[src/rtl/mul_div_unit.sv]
// mul_div_unit: multi-cycle integer multiply/divide unit with HI/LO result
// registers.
//
// Ports:
//   clk    - rising-edge clock
//   rst_n  - asynchronous active-low reset
//   start  - request a new operation (sampled only in IDLE)
//   op     - 00 MULT, 01 MULTU, 10 DIV, 11 DIVU
//   a      - multiplicand / dividend; also MTHI/MTLO write data
//   b      - multiplier / divisor
//   hi_we  - MTHI: load hi from a (IDLE only, loses to start)
//   lo_we  - MTLO: load lo from a (IDLE only, loses to start)
//   flush  - abort the operation in flight, no HI/LO update
//   busy   - high whenever the FSM is not IDLE
//   done   - one-cycle pulse after HI/LO were written by an operation
//   hi     - product upper half, or remainder
//   lo     - product lower half, or quotient
//
// Handshake: a request is accepted on any rising edge where start=1 and
// busy=0. While busy=1, start, hi_we and lo_we are dropped, not queued.
// The result is valid in hi/lo in the cycle where done=1.
//
// Sequence: IDLE -> PREP (absolute values, signs) -> RUN (WIDTH iterations)
// -> FIX (sign correction, HI/LO write) -> IDLE. The FSM state is held in
// the 'state' signal.

module mul_div_unit #(
    parameter int WIDTH = 32
) (
    input  logic             clk,
    input  logic             rst_n,
    input  logic             start,
    input  logic [1:0]       op,
    input  logic [WIDTH-1:0] a,
    input  logic [WIDTH-1:0] b,
    input  logic             hi_we,
    input  logic             lo_we,
    input  logic             flush,
    output logic             busy,
    output logic             done,
    output logic [WIDTH-1:0] hi,
    output logic [WIDTH-1:0] lo
);

    localparam int CW = $clog2(WIDTH);

    typedef enum logic [1:0] {
        S_IDLE = 2'd0,
        S_PREP = 2'd1,
        S_RUN  = 2'd2,
        S_FIX  = 2'd3
    } state_t;

    state_t state;
    state_t state_nxt;

    // op[1] selects divide, op[0] selects unsigned.
    logic [1:0]       op_q;
    logic [WIDTH-1:0] a_q;      // original dividend, needed for divide by zero
    logic [WIDTH-1:0] mag_a;    // raw a until PREP, |a| afterwards
    logic [WIDTH-1:0] mag_b;    // raw b until PREP, |b| afterwards
    logic             sa;
    logic             sb;
    logic [CW-1:0]    cnt;
    logic [WIDTH-1:0] acc_hi;   // multiply: upper product / divide: remainder
    logic [WIDTH-1:0] acc_lo;   // multiply: multiplier+low product / divide: quotient
    logic [WIDTH-1:0] hi_q;
    logic [WIDTH-1:0] lo_q;
    logic             done_q;

    logic             is_div;
    logic             is_signed;
    logic             prep_sa;
    logic             prep_sb;
    logic [WIDTH-1:0] abs_a;
    logic [WIDTH-1:0] abs_b;
    logic [WIDTH:0]   mul_sum;
    logic [WIDTH:0]   div_shift;
    logic [WIDTH-1:0] div_diff;
    logic             div_ok;
    logic [WIDTH-1:0] fix_hi;
    logic [WIDTH-1:0] fix_lo;
    logic             abort;

    assign is_div    = op_q[1];
    assign is_signed = ~op_q[0];
    assign abort     = flush && (state != S_IDLE);

    // ------------------------------------------------------------------
    // FSM: state register
    // ------------------------------------------------------------------
    always_ff @(posedge clk or negedge rst_n) begin
        if (!rst_n) begin
            state <= S_IDLE;
        end else begin
            state <= state_nxt;
        end
    end

    // ------------------------------------------------------------------
    // FSM: next state
    // ------------------------------------------------------------------
    always_comb begin
        state_nxt = state;
        case (state)
            S_IDLE: if (start) state_nxt = S_PREP;
            S_PREP: state_nxt = S_RUN;
            S_RUN:  if (cnt == CW'(WIDTH - 1)) state_nxt = S_FIX;
            S_FIX:  state_nxt = S_IDLE;
            default: state_nxt = S_IDLE;
        endcase
        if (abort) begin
            state_nxt = S_IDLE;
        end
    end

    // ------------------------------------------------------------------
    // FSM: outputs
    // ------------------------------------------------------------------
    always_comb begin
        busy = (state != S_IDLE);
        done = done_q;
        hi   = hi_q;
        lo   = lo_q;
    end

    // ------------------------------------------------------------------
    // Datapath combinational helpers
    // ------------------------------------------------------------------
    always_comb begin
        prep_sa = is_signed & mag_a[WIDTH-1];
        prep_sb = is_signed & mag_b[WIDTH-1];
        abs_a   = prep_sa ? -mag_a : mag_a;
        abs_b   = prep_sb ? -mag_b : mag_b;

        // Shift-add step; the extra top bit keeps the carry of the add and
        // is shifted back into the accumulator.
        mul_sum = {1'b0, acc_hi} + (acc_lo[0] ? {1'b0, mag_a} : {(WIDTH+1){1'b0}});

        // Restoring step. When div_ok the difference is below the divisor,
        // so it always fits in WIDTH bits.
        div_shift = {acc_hi, acc_lo[WIDTH-1]};
        div_ok    = (div_shift >= {1'b0, mag_b});
        div_diff  = div_shift[WIDTH-1:0] - mag_b;
    end

    always_comb begin
        fix_hi = acc_hi;
        fix_lo = acc_lo;
        if (is_div) begin
            if (mag_b == '0) begin
                fix_hi = a_q;
                fix_lo = {WIDTH{1'b1}};
            end else begin
                fix_lo = (sa ^ sb) ? -acc_lo : acc_lo;
                fix_hi = sa ? -acc_hi : acc_hi;
            end
        end else if (sa ^ sb) begin
            {fix_hi, fix_lo} = -{acc_hi, acc_lo};
        end
    end

    // ------------------------------------------------------------------
    // Datapath registers
    // ------------------------------------------------------------------
    always_ff @(posedge clk or negedge rst_n) begin
        if (!rst_n) begin
            op_q   <= 2'b00;
            a_q    <= '0;
            mag_a  <= '0;
            mag_b  <= '0;
            sa     <= 1'b0;
            sb     <= 1'b0;
            cnt    <= '0;
            acc_hi <= '0;
            acc_lo <= '0;
            hi_q   <= '0;
            lo_q   <= '0;
            done_q <= 1'b0;
        end else begin
            done_q <= 1'b0;
            if (!abort) begin
                case (state)
                    S_IDLE: begin
                        if (start) begin
                            op_q  <= op;
                            a_q   <= a;
                            mag_a <= a;
                            mag_b <= b;
                        end else begin
                            if (hi_we) hi_q <= a;
                            if (lo_we) lo_q <= a;
                        end
                    end
                    S_PREP: begin
                        sa     <= prep_sa;
                        sb     <= prep_sb;
                        mag_a  <= abs_a;
                        mag_b  <= abs_b;
                        cnt    <= '0;
                        acc_hi <= '0;
                        acc_lo <= is_div ? abs_a : abs_b;
                    end
                    S_RUN: begin
                        cnt <= cnt + 1'b1;
                        if (is_div) begin
                            acc_hi <= div_ok ? div_diff : div_shift[WIDTH-1:0];
                            acc_lo <= {acc_lo[WIDTH-2:0], div_ok};
                        end else begin
                            acc_hi <= mul_sum[WIDTH:1];
                            acc_lo <= {mul_sum[0], acc_lo[WIDTH-1:1]};
                        end
                    end
                    S_FIX: begin
                        hi_q   <= fix_hi;
                        lo_q   <= fix_lo;
                        done_q <= 1'b1;
                    end
                    default: ;
                endcase
            end
        end
    end

endmodule

[config.mk]
export PLATFORM = sky130hd
export DESIGN_NAME = mul_div_unit
export DESIGN_NICKNAME = d
export VERILOG_FILES = /design/src/rtl/mul_div_unit.sv
export SDC_FILE = /design/constraint.sdc
export NUM_CORES = 1
export LEC_CHECK = 0
export ABC_CLOCK_PERIOD_IN_PS = 10500
export BUFFER_PORTS_ARGS = -buffer_cell sky130_fd_sc_hd__buf_2
export CAP_MARGIN = 0
export CORE_MARGIN = 1
export CORE_UTILIZATION = 55
export DETAILED_ROUTE_END_ITERATION = 6
export PLACE_DENSITY = 0.75
export SLEW_MARGIN = 20
export SYNTH_ARGS = -nofsm -noshare
export SYNTH_HDL_FRONTEND = slang
export SYNTH_SLANG_ARGS = --single-unit
export TNS_END_PERCENT = 1
[constraint.sdc]
create_clock -name clk -period 10.5 [get_ports clk]
set_input_delay 0.525 -clock clk [delete_from_list [all_inputs] [get_ports clk]]
set_output_delay 0.525 -clock clk [all_outputs]
set_load 0.02 [all_outputs]
* Word-level counts from Yosys, hierarchy flattened
Index checks and enable logic that the tools add are counted.
** Storage, ports and cells
- Register bits :: 236
- Latch bits :: 0
- RAM bits :: 0
- Bits in read-only memories :: 0
- Bits of input ports :: 72
- Output and inout bits :: 66
- Word-level logic and storage cells :: 85
- Memories kept :: 0
** Operators by class
- $add $sub $neg :: 8
- Multipliers :: 0
- Divide/modulo/power cells :: 0
- $lt $le $gt $ge :: 1
- Eq/ne operators :: 10
- Shifts and indexed selects :: 0
- Multiplexer cells :: 34
- Bitwise operators :: 5
- Reduce and logical (&&, ||, !) cells :: 14
** Operators by type and width (count)
- $mux W32 :: 21
- $pmux W32 S2 :: 6
- $neg A32 Y32 :: 4
- $neg A64 Y64 :: 1
- $add A32 B32 Y33 :: 1
- $ge A33 B32 Y1 :: 1
- $logic_not A32 Y1 :: 1
- $sub A32 B32 Y32 :: 1
- $pmux W5 S2 :: 1
- $ne A2 B2 Y1 const B :: 4
- $pmux W2 S4 :: 1
- $reduce_and A4 Y1 :: 2
- $reduce_bool A2 Y1 :: 4
- $mux W2 :: 3
- $ne A3 B3 Y1 const B :: 2
- $reduce_and A2 Y1 :: 3
- $reduce_and A3 Y1 :: 2
- $add A5 B1 Y5 const B :: 1
- $eq A5 B5 Y1 const B :: 1
- $eq A2 B2 Y1 const B :: 2
- $and A1 B1 Y1 :: 2
- $eq A2 B1 Y1 const B :: 1
- $logic_not A2 Y1 :: 1
- $mux W1 :: 2
- other kinds (3) :: 4

* Logic depth before layout (Yosys ltp)
- Depth after elaboration :: 5
- Gate-level depth with buffers :: 15
- Mapped depth without buffers :: 15

* Least setup slack after synthesis
Ideal clock, no wire load.
- Path type :: register to register
- From :: register mag_b[20]
- To :: register acc_hi[23]
- Library setup time :: 126 ps
- Data arrival time :: 3202 ps
- Data required time :: 10374 ps
- Slack :: 7172 ps
- Cell stages (with the launch flop) :: 15
- Path buffers :: 2
- Period minus slack after synthesis :: 3328 ps
- Path through :: dfrtp_1 > inv_1 > ha_1 > clkbuf_1 > a21o_1 > a21oi_1 > o21ai_0 > a31o_2 > a221oi_1 > o21ai_1 > a41oi_2 > buf_2 > mux2i_1 > nor2_1 > a221o_1
** On the way
- Cells in the longest elaborated chain, start to end :: 4
- Elaborated cells between the ends (all ways) :: 5
- Classes of those cells :: add/sub (1); order compare (1); mux (3)
** Ends and longest elaborated chain
- start, declared :: line 61 : logic [WIDTH-1:0] mag_b;
- start signal, assigned :: line 199 : mag_b <= abs_b;
- $sub A32 B32 Y32 / $ge A33 B32 Y1 (equally long branches) :: line 144, 143
- $mux W32 * :: line 207 : acc_hi <= div_ok ? div_diff : div_shift[WIDTH-1:0];
- $mux W32 * :: line 206 : if (is_div) begin
- $pmux W32 S2 * :: line 183 : case (state)
- end signal, assigned :: line 207
- end signal, assigned :: line 210 : acc_hi <= mul_sum[WIDTH:1];
- end, declared :: line 65 : logic [WIDTH-1:0] acc_hi;
Mark *: on every way between the ends. The rest lies on a longest branch, timed or not.
A chain may end at the register's enable or synchronous reset.

* Worst setup path after layout
- From :: register acc_lo[0]
- To :: register acc_hi[27]
** On the way
- Cells in the longest elaborated chain, start to end :: 4
** Ends and longest elaborated chain
- start, declared :: line 66 : logic [WIDTH-1:0] acc_lo;
- start signal, assigned :: line 202 : acc_lo <= is_div ? abs_a : abs_b;
- start signal, assigned :: line 208 : acc_lo <= {acc_lo[WIDTH-2:0], div_ok};
- start signal, assigned :: line 211 : acc_lo <= {mul_sum[0], acc_lo[WIDTH-1:1]};
- $mux W32 :: line 138 : mul_sum = {1'b0, acc_hi} + (acc_lo[0] ? {1'b0, mag_a} : {(WIDTH+1){1'b0}});
- $add A32 B32 Y33 :: line 138
- $mux W32 :: line 206
- $pmux W32 S2 :: line 183
No other way between the ends.

==> results_dict.tcl <==
set metrics [dict create \
    io_pins 138 \
    finClkSkew_ns 0.0203 \
    final_net_count 2507 \
    cts_num_sinks 236 \
    internal-power_mw 4.07 \
    antenna_found_initial 1 \
    vdd_ir_drop_max_uv 274 \
    grt_pass1_wl_um 104000 \
    core_area_um2 33600 \
    initial_core_util_pct 56.0 \
    grt_max_degree 117 \
    first_pass_iters 5 \
    instances_no_fill 2828 \
    cts_root_buffer "clkbuf_16" \
    syn_area_per_cell_um2 8.10 \
    ys_seq_area_share_pct 31.4 \
    cts_resized 0 \
    place_hpwl_um 50500 \
    cap_violations 0 \
    port-buffer-count 137 \
    syn-num-nets 2472 \
    syn_area_um2 18800 \
    worstMarginPinSlew_ns 1.05 \
    htree_levels 1 \
    cp-start-kind "flip-flop" \
    grt-ovfl-total 0 \
    power_frac_seq_pct 23.8 \
    slew_viol_final 0 \
    final_util_pct 61.7 \
    final_common_cell "nand2_1" \
    ys_warn_count 0 \
    status "finished, final reports clean" \
    crit_chain "inv_1, nor2_1, ha_1, inv_1, fa_1, nand2b_1, a21oi_1, o31a_1, o21a_1, a2111oi_0, nand2_1, a31oi_1, o211a_1, a21oi_1, o31ai_1" \
    crit_slowest_cell "dfrtp_1" \
    synth_top_area_share_pct 31.4 \
    synth_cells 2324 \
    min_path_type "input pin to asynchronous set/reset pin" \
    synth_top_cells_by_area "dfrtp_1 31%, o21ai_0 6.7%, nand2_1 6.1%" \
    fmax_ghz 0.240 \
    crit_arrival_ns 4.62 \
    synth-seq-cells 236 \
    first_global_vias 17000 \
    rows 67 \
    pwr-share-clk_pct 12.8 \
    fin_crit_ns 4.17 \
    report.final.hold_viol_count 0 \
    p_switching_mw 4.44 \
    setup_violations 0 \
    holdBufCountCts 0 \
    place_ws_ns 6.44 \
    drtAntennaViolNets 0 \
    r2r_cells 15 \
    yosys.area.top_type "dfrtp_1" \
    cts_max_path_buffers 3 \
    end_kind "flip-flop" \
    finalSetupTns_ns 0 \
    groute.usage.overall_pct 38.4 \
    async_flop_share_pct 100 \
    setup_ws_ns 6.33 \
    drt_wl_total_um 67900 \
    synth_edf_count 0 \
    rsz0062_at_grt "no" \
    required_ns 10.95 \
    max_stage_delay_ns 0.72 \
    ys_types 85 \
    fill_cells 2986 \
    wl_per_cell_um 24.0 \
    gp_congestion 1.00 \
    die_area_um2 35000 \
    layout_common_cells "303 x nand2_1, 252 x o21ai_0, 235 x dfrtp_1" \
    cts_setup_buffers 0 \
    relSlewSlack_pct 30.2 \
    vias 18500 \
    p_per_area_nw_per_um2 410 \
    dr.first_iter.drc_count 2198 \
    worstPathMaxFanout 35 \
    drive_gt1_share_pct 13.3 \
    combinationalPowerShare_pct 63.3 \
    worstSetupPathType "flip-flop to flip-flop" \
    vias_per_cell 6.55 \
    p_leak_nw 9.15 \
    clk_pin_slew_worst_paths_ns 0.06 \
    synth-main-ff-cell "dfrtp_1" \
    areaGrowthSynthToFinish_pct 10.2 \
    cts_tree "done" \
    netSwitchingFraction_pct 52.2 \
    chipWidth_um 187 \
    cts_buffers 27 \
    place_inst 2778 \
    period_share_pct 39.7 \
    drc 0 \
    die_y_um 187 \
    holdWs_ns 0.0466 \
    insertion_delay_ns 0.57 \
]
==> final timing paths <==
path | startpoint | slack, ns | endpoint
min reg2reg | hi[2]$_DFFE_PN0P_ | 0.47 | hi[2]$_DFFE_PN0P_
min in group clk | op[1] | 0.20 | op_q[1]$_DFFE_PN0P_
max reg2reg | acc_lo[0]$_DFFE_PN0P_ | 6.33 | acc_hi[27]$_DFFE_PN0P_
max in group asynchronous | rst_n | 9.00 | mag_b[20]$_DFFE_PN0P_
max | acc_lo[0]$_DFFE_PN0P_ | 6.33 | acc_hi[27]$_DFFE_PN0P_
min | rst_n | 0.05 | a_q[11]$_DFFE_PN0P_
==> synth_stat cells (43+ instances only) <==
library cell and instances:
inv_1 68, a21oi_1 198, dfrtp_1 236, xnor2_1 110
nand3_1 66, clkbuf_1 125, and2_1 44, nand2_1 306
o22ai_1 47, mux2_2 43, o21ai_0 252, xor2_1 67
ha_1 74, nor2_1 158
==> stage by stage <==
| stage | total power, mW | instance area [um^2] |
|---|---|---|
| floorplan | 5.72 | 18800 |
| global placement | 7.15 | 19700 |
| detailed placement | 7.24 | 19700 |
| CTS | 8.36 | 20700 |
| global route | 9.06 | 20800 |
| finish | 8.50 | 20800 |
==> metal layers <==
layer | share of wire [%] | vias up | global-route usage [%] | wire, um
met4 | 6.3 | 2 | 20.3 | 4280
met5 | 0.018 | - | 0 | 12
met2 | 43 | 1022 | 58.0 | 28900
met1 | 42 | 8848 | 54.1 | 28400
met3 | 9.3 | 184 | 4.43 | 6300
li1 | - | 8475 | - | -
==> cell type report <==
class	instances	area [um^2]	area share, %
inverter	69	259	1.25
clock buffer	35	756	3.64
clock inverter	13	262	1.26
sequential	236	5910	28.5
timing repair buffer	161	876	4.22
antenna	2	5.00	0.0241
multi-input combinational	1864	12100	58.4
tap	448	561	2.70
==> critical path: cells and delay by family (launching register included) <==
family,cells,cell delay [ns]
buffers and inverters,2,0.31
adder cells (fa/ha/maj),2,0.41
AND/OR/NAND/NOR,3,0.39
AO/OA/AOI/OAI,8,2.23
flip-flops,1,0.72
==> registers in the layout, indices dropped and copies added (netlist names), 2 cells and up <==
signal / cells
mag_b: 32
hi: 32
mag_a: 32
lo: 32
a_q: 32
acc_hi: 32
acc_lo: 32
cnt: 5
state: 2
op_q: 2
==> cells by family (layout without fill, tap and decap cells) <==
logic type	after synthesis	in the layout	synth area share, %
adder cells (fa/ha/maj)	76	76	5.13
other	0	2	0
flip-flops	236	236	31.4
buffers and inverters	224	278	4.57
AO/OA/AOI/OAI	758	758	24.6
multiplexers	106	106	7.38
AND/OR/NAND/NOR	747	747	18.7
XOR/XNOR	177	177	8.23
==> power by group through the flow <==
stage | clock network, mW | registers (mW) | logic [mW]
2_1_floorplan | 0 | 1.81 | 3.91
3_3_place_gp | 0 | 1.98 | 5.17
3_5_place_dp | 0 | 2.00 | 5.24
4_1_cts | 1.10 | 1.99 | 5.27
5_1_grt | 1.13 | 2.07 | 5.85
6_report | 1.09 | 2.02 | 5.39
(Power assumes the default switching activity.)
